--- src/rtl/shift_pkg.sv ---
// Shared constants, the issue-register record and the shift core for the shared shift unit.
package shift_pkg;

    localparam logic OP_SLL  = 1'b0;
    localparam logic OP_SRA  = 1'b1;
    localparam logic TAG_ALU = 1'b0;
    localparam logic TAG_MDU = 1'b1;
    localparam int   SHAMT_W = 5;

    typedef struct packed {
        logic [31:0]        a;
        logic [SHAMT_W-1:0] shamt;
        logic               op;
        logic               tag;
    } issue_t;

    // The one shift core of the unit: logical left or arithmetic right.
    function automatic logic [31:0] shift_core(input logic [31:0] a,
                                               input logic [SHAMT_W-1:0] shamt,
                                               input logic op);
        logic [31:0] res;
        if (op == OP_SRA) res = $signed(a) >>> shamt;
        else              res = a << shamt;
        return res;
    endfunction

endpackage

--- src/rtl/shift_unit_arbiter_rr.sv ---
// Two-input arbiter with a priority pointer; reusable by any unit shared by two requesters.
module rr_arbiter_2 #(
    parameter int ROUND_ROBIN = 1
) (
    input  logic       clock,
    input  logic       reset_n,
    input  logic [1:0] req,
    input  logic       advance,
    output logic [1:0] grant
);

    logic ptr;
    logic accept;

    // A lone requester always wins; on contention the pointer port wins.
    always_comb begin
        grant    = 2'b00;
        grant[1] = req[1] & (~req[0] | ptr);
        grant[0] = req[0] & ~grant[1];
    end

    assign accept = advance & (req[0] | req[1]);

    // Pointer moves to the port that did not win, so the loser gets the next tie.
    always_ff @(posedge clock or negedge reset_n) begin
        if (!reset_n) begin
            ptr <= 1'b0;
        end else if ((ROUND_ROBIN != 0) && accept) begin
            ptr <= grant[0];
        end
    end

endmodule

--- src/rtl/shift_unit_arbiter.sv ---
// One 32-bit SLL/SRA datapath shared by the ALU (port 0) and multdiv (port 1):
// arbitration into an issue register, then a result register driving the tagged output.
module shift_unit_arbiter
    import shift_pkg::*;
#(
    parameter int DATA_W      = 32,
    parameter int ROUND_ROBIN = 1
) (
    input  logic               clock,
    input  logic               reset_n,
    input  logic               in0_valid,
    output logic               in0_ready,
    input  logic [DATA_W-1:0]  in0_a,
    input  logic [SHAMT_W-1:0] in0_shamt,
    input  logic               in0_op,
    input  logic               in1_valid,
    output logic               in1_ready,
    input  logic [DATA_W-1:0]  in1_a,
    input  logic [SHAMT_W-1:0] in1_shamt,
    input  logic               in1_op,
    output logic               out_valid,
    input  logic               out_ready,
    output logic [DATA_W-1:0]  out_data,
    output logic               out_tag
);

    // Handshake: a transfer happens on a rising edge where valid and ready are both high;
    // ready never depends on anything but valid, downstream ready and pipeline occupancy.
    issue_t     s1;
    issue_t     req_sel;
    logic       s1_valid;
    logic       s2_valid;
    logic       advance_s1;
    logic       advance_s2;
    logic       accept;
    logic [1:0] grant;

    assign advance_s2 = ~s2_valid | out_ready;
    assign advance_s1 = ~s1_valid | advance_s2;

    rr_arbiter_2 #(.ROUND_ROBIN(ROUND_ROBIN)) u_arb (
        .clock   (clock),
        .reset_n (reset_n),
        .req     ({in1_valid, in0_valid}),
        .advance (advance_s1),
        .grant   (grant)
    );

    // Readies are held low while reset is asserted even though the stages look empty.
    assign in0_ready = grant[0] & advance_s1 & reset_n;
    assign in1_ready = grant[1] & advance_s1 & reset_n;
    assign accept    = in0_ready | in1_ready;

    always_comb begin
        req_sel = '{a: in0_a, shamt: in0_shamt, op: in0_op, tag: TAG_ALU};
        if (grant[1]) begin
            req_sel = '{a: in1_a, shamt: in1_shamt, op: in1_op, tag: TAG_MDU};
        end
    end

    always_ff @(posedge clock or negedge reset_n) begin
        if (!reset_n) begin
            s1       <= '0;
            s1_valid <= 1'b0;
            s2_valid <= 1'b0;
            out_data <= '0;
            out_tag  <= 1'b0;
        end else begin
            if (advance_s1) begin
                s1_valid <= accept;
                if (accept) s1 <= req_sel;
            end
            if (advance_s2) begin
                s2_valid <= s1_valid;
                out_data <= shift_core(s1.a, s1.shamt, s1.op);
                out_tag  <= s1.tag;
            end
        end
    end

    assign out_valid = s2_valid;

endmodule

--- config.mk ---
export PLATFORM = sky130hd
export DESIGN_NAME = shift_unit_arbiter
export DESIGN_NICKNAME = d
export VERILOG_FILES = /design/src/rtl/shift_pkg.sv /design/src/rtl/shift_unit_arbiter_rr.sv /design/src/rtl/shift_unit_arbiter.sv
export SDC_FILE = /design/constraint.sdc
export NUM_CORES = 1
export LEC_CHECK = 0
export CAP_MARGIN = 20
export CORE_MARGIN = 4
export CORE_UTILIZATION = 48
export CTS_CLUSTER_DIAMETER = 150
export DETAILED_ROUTE_END_ITERATION = 8
export GPL_TIMING_DRIVEN = 0
export PLACE_DENSITY = 0.72
export SLEW_MARGIN = 0
export SYNTH_ARGS = -nofsm -noshare
export SYNTH_HDL_FRONTEND = slang
export SYNTH_SLANG_ARGS = --single-unit
--- constraint.sdc ---
create_clock -name clock -period 2.9 [get_ports clock]
set_clock_uncertainty 0.1 [all_clocks]
set_input_delay 0.435 -clock clock [delete_from_list [all_inputs] [get_ports clock]]
set_output_delay 0.435 -clock clock [all_outputs]
set_load 0.02 [all_outputs]
== After elaboration in Yosys (flattened, before gate mapping) ==
Index checks and enable logic that the tools add are counted.

* Bitwise operators: 16
* Multiply operators: 0
* Divide/modulo/power cells: 0
* Shifts and indexed selects: 2
* Add/subtract/negate cells: 0
* $lt $le $gt $ge: 0
* Equality and inequality tests: 0
* Muxes and demuxes: 2
* Reduce and logical (&&, ||, !) cells: 1

{| class="wikitable"
|+ Operators by type and width
! kind !! count
|-
| 39-bit 2-to-1 mux || 1
|-
| 32-bit 2-to-1 mux || 1
|-
| 32-bit by 5-bit << shifter with 32-bit output || 1
|-
| 32-bit by 5-bit >>> shifter with 32-bit output || 1
|-
| 1-bit bitwise AND || 7
|-
| 1-bit OR || 5
|-
| 1-bit inverter || 4
|-
| 2-bit AND reduction || 1
|}

* Logic and storage cells: 30
* Input bits: 81
* Bits in latches: 0
* ROM bits: 0
* Memories: 0
* Register bits after elaboration: 75
* Bits in writable memories: 0

== Longest topological paths before layout ==
Gate-level depths: netlist of the first run.

* Depth in word-level cells: 9
* Mapped depth: 10
* Depth with buffers taken out: 5

== Hierarchy ==
A second synthesis of the first run with hierarchy kept.

* Cell total of the unflattened synthesis: 769
* Area, all modules: 7,036.7 um2

{| class="wikitable"
|+ By module, submodules not included
! module !! instances !! cells an instance !! area each (um2) !! seq. area each (um2)
|-
| shift_unit_arbiter || 1 || 763 || 6,981.7 || 1,851.8
|-
| rr_arbiter_2 || 1 || 6 || 55.1 || 25.0
|}

== Worst setup path after synthesis of the first run ==
Ideal clock, no wire load.

* Path kind: reg-to-reg
* Start point: register s1[3] in the netlist's numbering
* End point: register out_data[19]
* Setup slack: 0.716 ns
* Stages on the path, launching flop included: 6
* Buffers on the path: 1
* Required time: 2.674 ns
* Arrival time: 1.958 ns
* Setup time: 0.126 ns
* Period minus slack after synthesis: 2.184 ns
* Cell sequence: dfrtp_1 > buf_6 > mux4_2 > mux2_2 > a221o_1 > o32a_1

* Word-level cells in the longest chain between the ends: 2

{| class="wikitable"
|+ Ends and longest elaborated chain
! element !! RTL line !! RTL
|-
| start, declared || shift_unit_arbiter.sv:29 || <nowiki>issue_t s1;</nowiki>
|-
| start signal, assigned || shift_unit_arbiter.sv:71 || <nowiki>if (accept) s1 <= req_sel;</nowiki>
|-
| 32-bit by 5-bit << shifter with 32-bit output / 32-bit by 5-bit >>> shifter with 32-bit output (equally long branches) || shift_pkg.sv:23, shift_pkg.sv:22 ||
|-
| 32-bit 2-to-1 mux (*) || shift_pkg.sv:22 || <nowiki>if (op == OP_SRA) res = $signed(a) >>> shamt;</nowiki>
|-
| end signal, assigned || shift_unit_arbiter.sv:75 || <nowiki>out_data <= shift_core(s1.a, s1.shamt, s1.op);</nowiki>
|-
| end, declared || shift_unit_arbiter.sv:23 || <nowiki>output logic [DATA_W-1:0] out_data,</nowiki>
|}

Every way passes the cells marked *; elsewhere a longest branch is shown, timed or not.
A chain may end at the register's enable or synchronous reset.

== Worst setup path after layout of the first run ==
* Start point: register s1[4] in the netlist's numbering
* End point: register out_data[14]

The elaborated chain is that of the path after synthesis.

==> results by group, run 1 <==
Synth
  – #FFs+latches synth: 75
  – Post-synthesis xor/xnor area fraction: 0
  – Largest family of logic cells by synthesized area: multiplexers
  – Complex-gate fraction of the synthesized area: 0.1877
  – EDFF count, synth: 0
  – Top_reg_cell synth: dfrtp_1
  – Syn Inst Count: 804
  – Syn avg cell area: 9.429 sq um
  – Synth top area share: 0.2476
  – Post-synthesis simple-gate area fraction: 0.1380
  – Cell taking the most area after synthesis: dfrtp_1
  – Warnings, synthesis: 0
  – Mux cell area share after synthesis: 0.3586
  – Synth Area in Adders: 0
  – Sequential-to-total area share from yosys stat: 0.2476
  – Yosys cell types: 62
  – Synth Cell Area: 7581 sq um
  – Syn Nets: 885
  – Synth async-reset ratio: 1.000
  – Synth area leaders: dfrtp_1 (25%), mux4_2 (23%), mux2i_1 (10%)

Timing
  – Hold Fails Final Rpt: 0
  – Tcrit/Tclk final: 0.9938
  – Unrepaired setup endpoints after global routing: true
  – Period minus WS final: 2.882 ns
  – Min Hold Slack: 0.3932 ns
  – Worst Tran Pin Value: 1.042 ns
  – Slew margin rel.: 0.3056
  – Setup violations, final: 0
  – Slew Limit Fails: 0
  – Max Clock Freq: 347.0 MHz

Clock tree
  – H-tree lvl count: 3
  – TritonCTS buffer count: 9
  – Maximum clock path buffer count: 2
  – Clock-pin slew on the worst setup and hold paths: 0.07 ns
  – CTS tree: yes
  – Postcts setup bufs: 0
  – Clock Sinks: 75
  – Worst skew pair latency: 0.36 ns
  – Root Buffer: clkbuf_16

Setup path
  – Crit end category: flip-flop
  – Worst Setup SP: s1[4]$_DFFE_PN0P_
  – Startpoint types: flip-flop
  – Reg2reg path depth: 9
  – Most used cell, CP: buf_6
  – Setup CP Type: flip-flop to flip-flop
  – Slowest cell on crit path: nor2_1
  – FF-to-FF Start: s1[4]$_DFFE_PN0P_
  – Data arrival, critical path: 3.02 ns
  – Worst reg2reg endpoint: out_data[14]$_DFFE_PN0P_
  – FF-to-FF setup slack: 0.02 ns
  – Crit path buffers/inverters: 4
  – CP delay by family, top: simple AND/OR/NAND/NOR gates
  – Crit path max fanout: 10
  – Slowest stage delay, CP: 0.58 ns
  – Crit-path cells: buf_6 -> buf_6 -> buf_6 -> buf_2 -> nor2_1 -> nand2_1 -> mux2i_1 -> o21ai_0 -> o32a_1
  – Worst EP required: 3.04 ns

Hold path
  – Hold Path Stages: 2
  – Min-delay worst type: flip-flop to flip-flop
  – Hold_sp: out_data[25]$_DFFE_PN0P_
  – Hold EP: out_data[25]$_DFFE_PN0P_

Layout
  – NumNets Final: 1,015
  – Most frequent cells in the layout: clkdlybuf4s50_1 (114), nand2_1 (102), mux4_2 (77)
  – Area Overhead vs Synth: 24.72%
  – Most common cell after layout, fill and taps aside: clkdlybuf4s50_1
  – Layout cell share with drive strength beyond 1: 0.1855
  – Inserted Diodes: 0

Power and ir drop
  – Combinational Power Share: 0.637
  – P per Cell Area: 835.8 nW/um^2
  – P_leak: 3.714 nW
  – Net switching power: 3.732 mW
  – Sw frac: 0.4722
  – Int Power: 4.171 mW
  – Reg power frac: 0.203
  – Final Power: 7.902 mW
  – Maximum vdd drop: 0.4164 mV
  – Clock power share: 0.160

Detailed routing
  – Drt pass-1 iters: 8
  – Drt wl/cell: 30.48 um
  – Final ANT Viol Nets: 0
  – Via Count: 8,212
  – Remaining DRCs: 0
  – Routed WL: 35,020 um
  – Drt initial violations: 1,459
  – Vias per cell: 7.147

Placed design
  – GP Congestion: 1.068
  – IO Port Bufs: 116
  – HPWL after DPL: 26,850 um

Run status
  – Status: completed

Floorplan
  – FP Rows: 45
  – Initial core utilization: 0.4950
  – Die Area: 17,870 sq um
  – Die Height: 133.7 um
  – Die Width: 133.7 um
  – Io pins: 117
  – Core ar.: 15,310 sq um

Flow run
  – Max-cap violations: 0

Global route
  – GRT Util Overall: 0.3902
  – Initial antenna violation count: 0
  – Pin count of the biggest net entering global routing: 40
  – First-pass GRT wire length: 51,820 um
  – Vias in the first global route: 7,943
  – Grt ovf: 0
routing by layer:
layer  vias to the layer above  share of wire  global-route usage
met3                       167           0.14              0.1182
met2                       750           0.44              0.6013
li1                       3341              -                   -
met4                         0          0.070              0.2126
met5                         -              0                   0
met1                      3954           0.35              0.4934
tightest hold or removal path: stages (launching register included):
cell and delay (ns):
dfrtp_1 0.34, nand2_1 0.04, o311ai_0 0.07
cell type report:
type | instances | area [sq um]
fillers | 1308 | 5859
multi-input cells | 618 | 5246
flip-flops and latches | 75 | 1877
repair buffers | 120 | 1216
plain buffers | 102 | 501.7
well taps | 211 | 264.0
clock buffers | 10 | 239.0
clock inverters | 5 | 77.57
inverters | 8 | 33.78
synth_stat cells, types with 9 or more instances:
cell type    n
a21oi_1     32
a22oi_1     12
a31oi_1     14
buf_2       20
clkbuf_1    62
dfrtp_1     75
mux2_2      19
mux2i_1     77
mux4_2      77
nand2_1    102
nand2b_1     9
nand3_1     17
nor2_1      53
nor2b_1      9
nor3_1      10
o211ai_1    13
o21ai_0     62
per-stage QoR:
step	utilization	area, sq um	instances	TNS, ns	setup slack (ns)
detailed placement	0.5900	9035	1133	-10.88	-0.4694
finish	0.6174	9455	1149	0	0.01804
floorplan	-	7581	804	0	0.7157
CTS	0.6136	9398	1149	0	0.005682
global placement	0.5881	9006	1131	-208.63	-2.674
global route	0.6174	9455	1149	-0.0008857	-0.0004632
logic make-up (layout without fill, tap and decap cells):
logic type / Yosys count / after routing
AO/OA/AOI/OAI: 213 / 213
buffers and inverters: 111 / 245
flip-flops: 75 / 75
multiplexers: 173 / 173
AND/OR/NAND/NOR: 232 / 232
worst max-delay path by stage:
stage / to / slack [ns] / cells past startpoint
after floorplan: out_data[19]$_DFFE_PN0P_ / 0.72 / 5
after global placement: s1[37]$_DFFE_PN0P_ / -2.67 / 6
after detailed placement: s1[21]$_DFFE_PN0P_ / -0.47 / 9
after CTS: out_data[1]$_DFFE_PN0P_ / 0.006 / 9
after global routing: out_data[20]$_DFFE_PN0P_ / -0.0005 / 9
final: out_data[14]$_DFFE_PN0P_ / 0.02 / 9
flip-flops by register name, summed over array words and instances, names as in the netlist:
name,cells
out_tag,1
out_data,32
s1_valid,1
s1,39
u_arb.ptr,1
out_valid,1
power by group through the flow:
| stage | clock (mW) | combinational (mW) | sequential (mW) |
|---|---|---|---|
| after detailed placement | 0 | 4.74 | 1.62 |
| after CTS | 1.25 | 4.78 | 1.60 |
| after global routing | 1.29 | 5.19 | 1.64 |
| after global placement | 0 | 4.75 | 1.60 |
| after floorplan | 0 | 2.68 | 1.81 |
| final | 1.26 | 5.04 | 1.60 |
what timing repair did:
action / in CTS / in global routing
endpoints found under the hold margin: 38 / 0
gates resized for setup: 9 / 18
endpoints found under the setup margin: 26 / 20
hold buffers: 2 / 0
Note: power is estimated with default switching activity, not from simulation.
==> run 2, diff against run 1 <==
- GPL_TIMING_DRIVEN: 0 -> not set
==> run 2 against run 1 <==
  * Worst hold slack lost 0.28 ns
  * Routed wire length down 13%
  * Non-clock buffer count fell by 23
  * Combinational power down 7.7%
  * Cell count is 2.0% lower
  * Global-route usage is 4.7 points lower
  * Maximum frequency rose by 8.7%
  * Clock power is 10% lower
  * Largest power group unchanged
  * Power down 2.7%
  * Worst setup slack better by 0.23 ns
  * Sequential power is 19% higher
==> results by group, run 2 (synthesis results as in run 1) <==
Timing
  – Hold Fails Final Rpt: 0 (unchanged)
  – Accumulated negative setup slack: 0 ns (unchanged)
  – Worst Tran Pin Value: 0.7073 ns (-0.3343 ns)
  – Unrepaired setup endpoints after global routing: false
  – Setup violations, final: 0 (unchanged)
  – Slew margin rel.: 0.5285 (+0.2229)
  – Slew Limit Fails: 0 (unchanged)
  – Max Clock Freq: 377.2 MHz (+8.7%)
  – Period minus WS final: 2.651 ns (-0.2311 ns)
  – Tcrit/Tclk final: 0.9141 (-0.07970)

Layout
  – Post-Layout Cell Count: 1,126 (-2.0%)
  – Area Overhead vs Synth: 25.91%
  – Most common cell after layout, fill and taps aside: clkdlybuf4s50_1
  – Fin util: 0.6233 (+0.005882)
  – Biggest register: s1
  – NumNets Final: 992 (-2.3%)
  – Max FFs per register: 39 (unchanged)
  – FILL cells: 1,280 (-2.1%)
  – Layout cell share with drive strength beyond 1: 0.2284 (+0.04291)
  – Most frequent cells in the layout: clkdlybuf4s50_1 (115), nand2_1 (102), mux2i_1 (77), mux4_2 (77), buf_4 (76)
  – Inserted Diodes: 0 (unchanged)
  – Top Registers: s1 x39, out_data x32

Setup path
  – Crit end category: flip-flop
  – Critical Path End: out_data[29]$_DFFE_PN0P_
  – Reg2reg path depth: 7 (-2)
  – Data arrival, critical path: 2.78 ns (-0.24 ns)
  – Worst Setup SP: s1[3]$_DFFE_PN0P_
  – Slowest cell on crit path: dfrtp_4
  – FF-to-FF Start: s1[3]$_DFFE_PN0P_
  – Worst EP required: 3.03 ns (about the same)
  – Crit path max fanout: 25 (+15)
  – FF-to-FF setup slack: 0.25 ns (+0.23 ns)
  – Slowest stage delay, CP: 0.63 ns (+0.05 ns)
  – Crit-path cells: buf_12 -> mux2i_1 -> nor2_1 -> o311ai_1 -> buf_4 -> a21oi_1 -> a221o_1
  – Worst reg2reg endpoint: out_data[29]$_DFFE_PN0P_
  – Startpoint types: flip-flop
  – Setup CP Type: flip-flop to flip-flop

Detailed routing
  – Drt wl/cell: 27.14 um (-11%)
  – Final ANT Viol Nets: 0 (unchanged)
  – Vias per cell: 6.854 (-4.1%)
  – Routed WL: 30,560 um (-13%)
  – Via Count: 7,718 (-6.0%)
  – Drt initial violations: 1,207 (-17%)
  – Drt pass-1 iters: 6 (-2)
  – Remaining DRCs: 0 (unchanged)

Clock tree
  – H-tree lvl count: 3 (unchanged)
  – Maximum clock path buffer count: 2 (unchanged)
  – CTS tree: yes
  – Clock-pin slew on the worst setup and hold paths: 0.06 ns (about the same)
  – Root Buffer: clkbuf_16
  – TritonCTS buffer count: 9 (unchanged)
  – Clock Sinks: 75 (unchanged)
  – Worst skew pair latency: 0.35 ns (about the same)

Floorplan
  – Core ar.: 15,310 sq um (unchanged)
  – Die Height: 133.7 um (unchanged)
  – Die Width: 133.7 um (unchanged)
  – Io pins: 117 (unchanged)
  – Die Area: 17,870 sq um (unchanged)
  – FP Rows: 45 (unchanged)
  – Initial core utilization: 0.4950 (unchanged)

Global route
  – Initial antenna violation count: 1 (+1)
  – GRT Util Overall: 0.3430 (-0.04726)
  – First-pass GRT wire length: 46,710 um (-9.9%)
  – Pin count of the biggest net entering global routing: 79 (+98%)
  – Vias in the first global route: 7,494 (-5.7%)
  – Grt ovf: 0 (unchanged)

Placed design
  – HPWL after DPL: 23,430 um (-13%)
  – IO Port Bufs: 116 (unchanged)
  – Placed insts: 1,111 (-1.9%)
  – GP Congestion: 1.073 (+0.44%)

Run status
  – Status: completed

Power and ir drop
  – P_leak: 3.844 nW (+3.5%)
  – Final Power: 7.687 mW (-2.7%)
  – Maximum vdd drop: 0.3902 mV (-6.3%)
  – P per Cell Area: 805.3 nW/um^2 (-3.6%)

Hold path
  – Min-delay worst type: input pin to asynchronous set/reset pin

Flow run
  – Max-cap violations: 0 (unchanged)
==> run 2: power by group <==
group          switching [mW]  internal, mW
combinational            2.45          2.20
clock                   0.469         0.656
sequential              0.553          1.36
total                    3.48          4.21
==> run 2: what timing repair did <==
| item | CTS | global route |
|---|---|---|
| resized for setup | 0 | 1 |
| setup buffers | 0 | 0 |
| hold buffers | 0 | 0 |
| endpoints found under the setup margin | 0 | 1 |
==> run 2: cell type report <==
cell class	instances	area (sq um)	share of cell area
clock buffers	9	225.2	0.02359
clock inverters	6	57.56	0.006030
inverters	8	30.03	0.003146
multi-input cells	618	5201	0.5449
flip-flops and latches	75	1886	0.1975
well taps	211	264.0	0.02766
repair buffers	199	1882	0.1971
==> run 2: metrics by stage <==
step | setup slack (ns) | area, sq um | hold WS (ns)
floorplan | 0.7157 | 7581 | 0.03941
global placement | 0.2394 | 9263 | 0.3488
detailed placement | 0.1721 | 9263 | 0.3575
CTS | 0.1352 | 9545 | 0.1331
global route | 0.1315 | 9545 | 0.1548
finish | 0.2492 | 9545 | 0.1134
==> run 2: layer usage <==
metal | vias up | track usage | wire length [um]
li1 | 3293 | - | -
met1 | 3721 | 0.4658 | 11990
met2 | 602 | 0.5364 | 13860
met3 | 100 | 0.06571 | 3242
met4 | 2 | 0.1531 | 1455
met5 | - | 0 | 7
==> run 2: critical path: cells and delay by family (launching register included) <==
kind            cells  cell delay, ns
compound gates      3            0.83
buf+inv             2            0.47
flops               1            0.63
mux                 1            0.39
simple gates        1            0.10
==> run 2: how the worst min path moves through the flow <==
stage | from | to | slack [ns] | depth (start not counted)
after floorplan | reset_n | out_data[0]$_DFFE_PN0P_ | 0.04 | 0
after global placement | out_tag$_DFFE_PN0P_ | out_tag$_DFFE_PN0P_ | 0.35 | 2
after detailed placement | out_tag$_DFFE_PN0P_ | out_tag$_DFFE_PN0P_ | 0.36 | 2
after CTS | reset_n | u_arb.ptr$_DFFE_PN0P_ | 0.13 | 2
after global routing | reset_n | u_arb.ptr$_DFFE_PN0P_ | 0.15 | 2
final | reset_n | s1[0]$_DFFE_PN0P_ | 0.11 | 2
